`src/rtl/attacker_array.sv`:
```
// attacker_array
//   Keeps NUM_ATK diagonal-flying attackers for a raster game.
//   Each attacker waits, launches at a staggered frame count, flies
//   down-left and respawns at its start position when it reaches the
//   left wall or the bottom limit. The speed level rises every
//   LEVEL_FRAMES frames. A collision with the shooter box freezes the
//   game until game_stop or clear.
//
// Ports
//   clk_65M       pixel clock, only clock
//   clear         asynchronous active-high reset
//   game_stop     synchronous restart request (level-sensitive)
//   H_count       raster column
//   V_count       raster row
//   vid_on        visible-area flag
//   shooter_xmid  shooter centre x
//   shooter_ymid  shooter centre y
//   atk_on_vec    per-attacker pixel hit at the current raster position
//   atk_on        OR of atk_on_vec
//   game_over     sticky collision flag
//   level         current speed level
//   respawn_cnt   saturating count of respawned attackers
module attacker_array #(
  parameter int NUM_ATK      = 4,
  parameter int ATK_SIZE     = 3,
  parameter int SHOOTER_SIZE = 10,
  parameter int X_START      = 627,
  parameter int X_SPACING    = 40,
  parameter int Y_START      = 49,
  parameter int Y_LIMIT      = 730,
  parameter int WALL_LEFT    = 180,
  parameter int XVEL         = 3,
  parameter int YVEL         = 2,
  parameter int LAUNCH_GAP   = 32,
  parameter int LEVEL_FRAMES = 600,
  parameter int MAX_LEVEL    = 3,
  parameter int HBP          = 296,
  parameter int VBP          = 35
) (
  input  logic               clk_65M,
  input  logic               clear,
  input  logic               game_stop,
  input  logic [16:0]        H_count,
  input  logic [16:0]        V_count,
  input  logic               vid_on,
  input  logic [16:0]        shooter_xmid,
  input  logic [16:0]        shooter_ymid,
  output logic [NUM_ATK-1:0] atk_on_vec,
  output logic               atk_on,
  output logic               game_over,
  output logic [1:0]         level,
  output logic [7:0]         respawn_cnt
);

  typedef enum logic {WAIT, FLY} atk_state_e;

  atk_state_e  state_q [NUM_ATK];
  atk_state_e  state_d [NUM_ATK];
  logic [16:0] x_q     [NUM_ATK];
  logic [16:0] x_d     [NUM_ATK];
  logic [16:0] y_q     [NUM_ATK];
  logic [16:0] y_d     [NUM_ATK];
  logic [15:0] frame_cnt_q, frame_cnt_d;
  logic [15:0] lvl_cnt_q, lvl_cnt_d;
  logic [1:0]  level_q, level_d;
  logic [7:0]  resp_q, resp_d;
  logic        game_over_q, game_over_d;

  logic               frame_tick;
  logic [NUM_ATK-1:0] hit;
  logic [3:0]         resp_inc;
  logic [8:0]         resp_sum;
  logic [16:0]        step_x, step_y;
  logic [16:0]        sx_lo, sx_hi, sy_lo, sy_hi;

  function automatic logic [16:0] startX(input int idx);
    startX = 17'(X_START - idx * X_SPACING);
  endfunction

  assign frame_tick = (H_count == 17'd0) && (V_count == 17'd0);
  assign step_x     = 17'(XVEL) + 17'(level_q);
  assign step_y     = 17'(YVEL) + 17'(level_q);
  assign sx_lo      = shooter_xmid - 17'(SHOOTER_SIZE);
  assign sx_hi      = shooter_xmid + 17'(SHOOTER_SIZE);
  assign sy_lo      = shooter_ymid - 17'(SHOOTER_SIZE);
  assign sy_hi      = shooter_ymid + 17'(SHOOTER_SIZE);

  // State register; clear puts every attacker back in WAIT at its start.
  always_ff @(posedge clk_65M or posedge clear) begin
    if (clear) begin
      for (int i = 0; i < NUM_ATK; i++) begin
        state_q[i] <= WAIT;
        x_q[i]     <= startX(i);
        y_q[i]     <= 17'(Y_START);
      end
      frame_cnt_q <= '0;
      lvl_cnt_q   <= '0;
      level_q     <= '0;
      resp_q      <= '0;
      game_over_q <= 1'b0;
    end else begin
      state_q     <= state_d;
      x_q         <= x_d;
      y_q         <= y_d;
      frame_cnt_q <= frame_cnt_d;
      lvl_cnt_q   <= lvl_cnt_d;
      level_q     <= level_d;
      resp_q      <= resp_d;
      game_over_q <= game_over_d;
    end
  end

  // Next-state logic. game_stop restarts at once; otherwise everything
  // advances only on the frame tick and only while the game is running.
  // A collision wins over respawn and movement for every attacker, and an
  // attacker launching on a tick also takes its first step on that tick.
  always_comb begin
    state_d     = state_q;
    x_d         = x_q;
    y_d         = y_q;
    frame_cnt_d = frame_cnt_q;
    lvl_cnt_d   = lvl_cnt_q;
    level_d     = level_q;
    resp_d      = resp_q;
    game_over_d = game_over_q;
    resp_inc    = '0;
    resp_sum    = '0;
    hit         = '0;

    for (int i = 0; i < NUM_ATK; i++) begin
      hit[i] = (state_q[i] == FLY) &&
               (x_q[i] >= sx_lo) && ((x_q[i] + 17'(ATK_SIZE)) <= sx_hi) &&
               (y_q[i] >= sy_lo) && ((y_q[i] + 17'(ATK_SIZE)) <= sy_hi);
    end

    if (game_stop) begin
      for (int i = 0; i < NUM_ATK; i++) begin
        state_d[i] = WAIT;
        x_d[i]     = startX(i);
        y_d[i]     = 17'(Y_START);
      end
      frame_cnt_d = '0;
      lvl_cnt_d   = '0;
      level_d     = '0;
      resp_d      = '0;
      game_over_d = 1'b0;
    end else if (frame_tick && !game_over_q) begin
      // lvl_cnt_q tracks frame count modulo LEVEL_FRAMES so no divider is needed.
      if (frame_cnt_q != 16'hFFFF) begin
        frame_cnt_d = frame_cnt_q + 16'd1;
        if (lvl_cnt_q == 16'(LEVEL_FRAMES - 1)) begin
          lvl_cnt_d = '0;
          if (level_q < 2'(MAX_LEVEL)) begin
            level_d = level_q + 2'd1;
          end
        end else begin
          lvl_cnt_d = lvl_cnt_q + 16'd1;
        end
      end

      if (|hit) begin
        game_over_d = 1'b1;
      end else begin
        for (int i = 0; i < NUM_ATK; i++) begin
          if ((state_q[i] == FLY) || (frame_cnt_q == 16'(i * LAUNCH_GAP))) begin
            state_d[i] = FLY;
            if ((x_q[i] <= 17'(WALL_LEFT)) || (y_q[i] >= 17'(Y_LIMIT))) begin
              x_d[i]   = startX(i);
              y_d[i]   = 17'(Y_START);
              resp_inc = resp_inc + 4'd1;
            end else begin
              x_d[i] = x_q[i] - step_x;
              y_d[i] = y_q[i] + step_y;
            end
          end
        end
        resp_sum = {1'b0, resp_q} + 9'(resp_inc);
        resp_d   = resp_sum[8] ? 8'hFF : resp_sum[7:0];
      end
    end
  end

  // Output logic; pixel hits are gated by clear so they drop the moment it rises.
  always_comb begin
    atk_on_vec = '0;
    for (int i = 0; i < NUM_ATK; i++) begin
      atk_on_vec[i] = !clear && vid_on && (state_q[i] == FLY) && !game_over_q &&
                      (H_count >= (x_q[i] + 17'(HBP))) &&
                      (H_count <= (x_q[i] + 17'(HBP + ATK_SIZE))) &&
                      (V_count >= (y_q[i] + 17'(VBP))) &&
                      (V_count <= (y_q[i] + 17'(VBP + ATK_SIZE)));
    end
    atk_on      = |atk_on_vec;
    game_over   = game_over_q;
    level       = level_q;
    respawn_cnt = resp_q;
  end

endmodule

```
`config.mk`:
```
export PLATFORM = sky130hd
export DESIGN_NAME = attacker_array
export DESIGN_NICKNAME = d
export VERILOG_FILES = /design/src/rtl/attacker_array.sv
export SDC_FILE = /design/constraint.sdc
export NUM_CORES = 2
export LEC_CHECK = 0
export CAP_MARGIN = 20
export CELL_PAD_IN_SITES_DETAIL_PLACEMENT = 0
export CELL_PAD_IN_SITES_GLOBAL_PLACEMENT = 1
export CORE_MARGIN = 1
export CORE_UTILIZATION = 40
export DETAILED_ROUTE_END_ITERATION = 8
export GPL_TIMING_DRIVEN = 0
export HOLD_SLACK_MARGIN = 0.1
export PLACE_DENSITY_LB_ADDON = 0.1
export SYNTH_ARGS = -nofsm -noshare
export SYNTH_HDL_FRONTEND = slang
export SYNTH_SLANG_ARGS = --single-unit
```
`constraint.sdc`:
```
create_clock -name clk_65M -period 14.8 [get_ports clk_65M]
set_input_delay 2.22 -clock clk_65M [delete_from_list [all_inputs] [get_ports clk_65M]]
set_output_delay 2.22 -clock clk_65M [all_outputs]
set_load 0.01 [all_outputs]
```
==> impl_metrics.env <==
export IMPL_status="finished clean"
export IMPL_synth_area_mm2=0.0294
export IMPL_tritoncts="done"
export IMPL_fmax_mhz=108
export IMPL_power_mw=1.56
export IMPL_cts_buffer_depth=2
export IMPL_vias=27900
export IMPL_path_max_fanout=9
export IMPL_grt_pass1_vias=26400
export IMPL_p_leak_nw=13.9
export IMPL_drcViolationCount=0
export IMPL_synth_seq_area_share=0.157
export IMPL_regArea_mm2=0.00462
export IMPL_drt_wl_total_um=120000
export IMPL_hold_buffers=0
export IMPL_pre_cts_slack_ns=5.58
export IMPL_cts_resized=0
export IMPL_nFillCells=7390
export IMPL_synth_cell_types=88
export IMPL_start_kind="primary input"
export IMPL_relSlewSlack=0.138
export IMPL_layout_drive_gt1_share=0.0360
export IMPL_netlist_instances=3668
export IMPL_ys_ff_latch=183
export IMPL_min_path_type="register to register"
export IMPL_cts_setup_buffers=0
export IMPL_setup_tns_ns=0
export IMPL_fin_util=0.443
export IMPL_multi_input_area_mm2=0.0235
export IMPL_ys_flop_type="dfrtp_1"
export IMPL_cts_sinks=183
export IMPL_critical_path_top_delay_family="buffers and inverters"
export IMPL_crit_top_cell="o21a_1"
export IMPL_drtAntennaViolNets=0
export IMPL_wl_per_cell_um=25.3
export IMPL_hpwl_um=93500
export IMPL_grt_max_degree=110
export IMPL_hold_depth=1
export IMPL_ys_warn_count=0
export IMPL_setup_ws_ns=5.55
export IMPL_setup_viol=0
export IMPL_avgSynthCellArea_um2=8.01
export IMPL_gp_congestion=0.939
export IMPL_design_area_mm2=0.0319
export IMPL_ff2ff_path_depth=18
export IMPL_criticalPathCategory="primary input to primary output"
export IMPL_crit_chain="clkdlybuf4s50_1, ha_1, o21a_1, o21a_1, o21a_1, o21ai_0, a31oi_1, a2111oi_0, a21oi_1, nor4_1, buf_2, or4_1, clkdlybuf4s50_1"
export IMPL_synthArstFlopShare=1.00
export IMPL_cp_slowest_cell="clkdlybuf4s50_1"
export IMPL_path_clk_slew_ns=0.08
export IMPL_cts_root_buf="clkbuf_16"
export IMPL_stdcell_count=4732
export IMPL_rsz0062_at_grt="false"
export IMPL_viasPerCell=5.89
export IMPL_antenna_found_initial=3
export IMPL_holdWs_ns=0.521
export IMPL_num_nets_final=4477
export IMPL_slew_viol_final=0
export IMPL_worstPathRequired_ns=12.58
export IMPL_drt_pass1_iter_count=5
export IMPL_syn_num_nets=4377
export IMPL_finalHoldViolations=0
export IMPL_synth_edf_count=0
export IMPL_cp_depth=13
export IMPL_drt_initial_drc_count=2606
export IMPL_overflow=0
export IMPL_finalCriticalPeriod_ns=9.25
export IMPL_arrival_ns=7.03
export IMPL_place_inst=4698
export IMPL_cpPeakStageDelay_ns=0.90
export IMPL_maxCapViolCount=0
export IMPL_die_x_um=273
export IMPL_powerDensity_mw_per_mm2=48.8
export IMPL_clk_latency_ns=0.52
export IMPL_core_area_mm2=0.0721
export IMPL_die_area_mm2=0.0745
export IMPL_peakVddDrop_uv=57.3
export IMPL_grt_pass1_wl_um=175000
export IMPL_start_util=0.407
export IMPL_place_area_mm2=0.0314
export IMPL_die_h_um=273
export IMPL_h_tree_depth=4
export IMPL_period_share=0.625
export IMPL_ios=88
export IMPL_critPathCaptureType="primary output"
export IMPL_skew_ns=0.0220
export IMPL_worst_slew_pin_slew_ns=1.29
export IMPL_num_rows=98
export IMPL_path_buf_inv=3
export IMPL_area_growth_syn_to_layout_pct=8.78
export IMPL_gr_usage_all_layers=0.320
export IMPL_cts_buffers=17
export IMPL_port_buffers=74
==> power breakdown <==
part	switching [mW]	internal, mW	leakage [nW]
Sequential	0.0214	0.511	2.44
Combinational	0.343	0.198	11.2
Clock	0.249	0.235	0.266
Total	0.614	0.945	13.9
==> cells in the final DEF, fill, tap and decap left out, types with 17 or more instances in the layout <==
master | synthesis | routed
a211oi_1 | 36 | 36
a21o_1 | 117 | 117
a21oi_1 | 246 | 246
a31oi_1 | 29 | 29
and2_1 | 33 | 33
and3_1 | 44 | 44
and4_1 | 19 | 19
clkbuf_1 | 132 | 135
clkbuf_16 | 0 | 17
clkdlybuf4s50_1 | 0 | 74
dfrtp_1 | 148 | 148
dfstp_2 | 35 | 35
ha_1 | 628 | 628
inv_1 | 160 | 159
nand2_1 | 277 | 277
nand2b_1 | 34 | 34
nand3_1 | 118 | 118
nand4_1 | 121 | 121
nor2_1 | 316 | 316
nor2b_1 | 45 | 45
nor3_1 | 85 | 85
nor4_1 | 45 | 45
o211ai_1 | 34 | 34
o21a_1 | 37 | 37
o21ai_0 | 176 | 176
o22ai_1 | 18 | 18
or2_2 | 23 | 23
or3_1 | 29 | 29
xnor2_1 | 250 | 250
xor2_1 | 161 | 161
==> per-layer routing <==
metal  track usage  up-vias  part of all wire
li1              -    13600                 -
met4         0.128        2             0.041
met5             0        -           0.00011
met3        0.0515      192             0.068
met1         0.448    13200              0.47
met2         0.486      884              0.43
==> flip-flops by register name (all words and copies together) (netlist names) <==
register	cells
x_q	68
y_q	68
frame_cnt_q	16
lvl_cnt_q	16
respawn_cnt	8
state_q	4
level	2
game_over	1
==> cell type report <==
class | count | share of cell area
multi-input combinational | 3160 | 0.735
sequential | 183 | 0.145
tap | 950 | 0.0372
timing repair buffer | 81 | 0.0256
buffer | 160 | 0.0199
inverter | 165 | 0.0196
clock buffer | 20 | 0.0137
clock inverter | 12 | 0.00388
antenna | 1 | 0.0000783
==> path summary, 6_finish.rpt <==
path	startpoint	to	slack, ns
max in group asynchronous	clear	y_q[39]	11.53
min in group asynchronous	clear	x_q[19]	2.29
hold reg to reg	lvl_cnt_q[14]	lvl_cnt_q[14]	0.52
setup / recovery	V_count[5]	atk_on	5.55
hold / removal	lvl_cnt_q[14]	lvl_cnt_q[14]	0.52
setup reg to reg	x_q[0]	respawn_cnt[2]	8.38
==> cell usage after synthesis, types with 10 or more instances <==
cell | number | share of area
nand3_1 | 118 | 0.020
clkbuf_1 | 132 | 0.017
dfrtp_1 | 148 | 0.13
ha_1 | 628 | 0.27
a21o_1 | 117 | 0.030
o21ai_0 | 176 | 0.030
dfstp_2 | 35 | 0.031
and4_1 | 19 | 0.0057
o41ai_1 | 11 | 0.0033
xor2_1 | 161 | 0.048
and3_1 | 44 | 0.0094
a31oi_1 | 29 | 0.0062
o21a_1 | 37 | 0.0095
or4_1 | 16 | 0.0041
nand2_1 | 277 | 0.035
a211oi_1 | 36 | 0.0092
o211ai_1 | 34 | 0.0087
nand4_1 | 121 | 0.026
inv_1 | 160 | 0.020
a41oi_1 | 10 | 0.0030
nand2b_1 | 34 | 0.0072
nor2b_1 | 45 | 0.0096
or3_1 | 29 | 0.0062
nor3b_1 | 15 | 0.0038
or2_2 | 23 | 0.0049
buf_1 | 14 | 0.0018
o22ai_1 | 18 | 0.0038
buf_2 | 10 | 0.0017
nor2_1 | 316 | 0.040
and2_1 | 33 | 0.0070
xnor2_1 | 250 | 0.075
o311ai_0 | 11 | 0.0033
a211o_1 | 10 | 0.0030
o31ai_1 | 12 | 0.0031
nor4_1 | 45 | 0.0096
a21oi_1 | 246 | 0.042
nor3_1 | 85 | 0.014
==> cell families after synthesis <==
kind of cell / share of synthesized area
AND/OR/NAND/NOR: 0.215
adder cells (fa/ha/maj): 0.274
XOR/XNOR: 0.123
multiplexers: 0.00324
buffers and inverters: 0.0427
AO/OA/AOI/OAI: 0.185
flip-flops: 0.157
(Power assumes the default switching activity.)
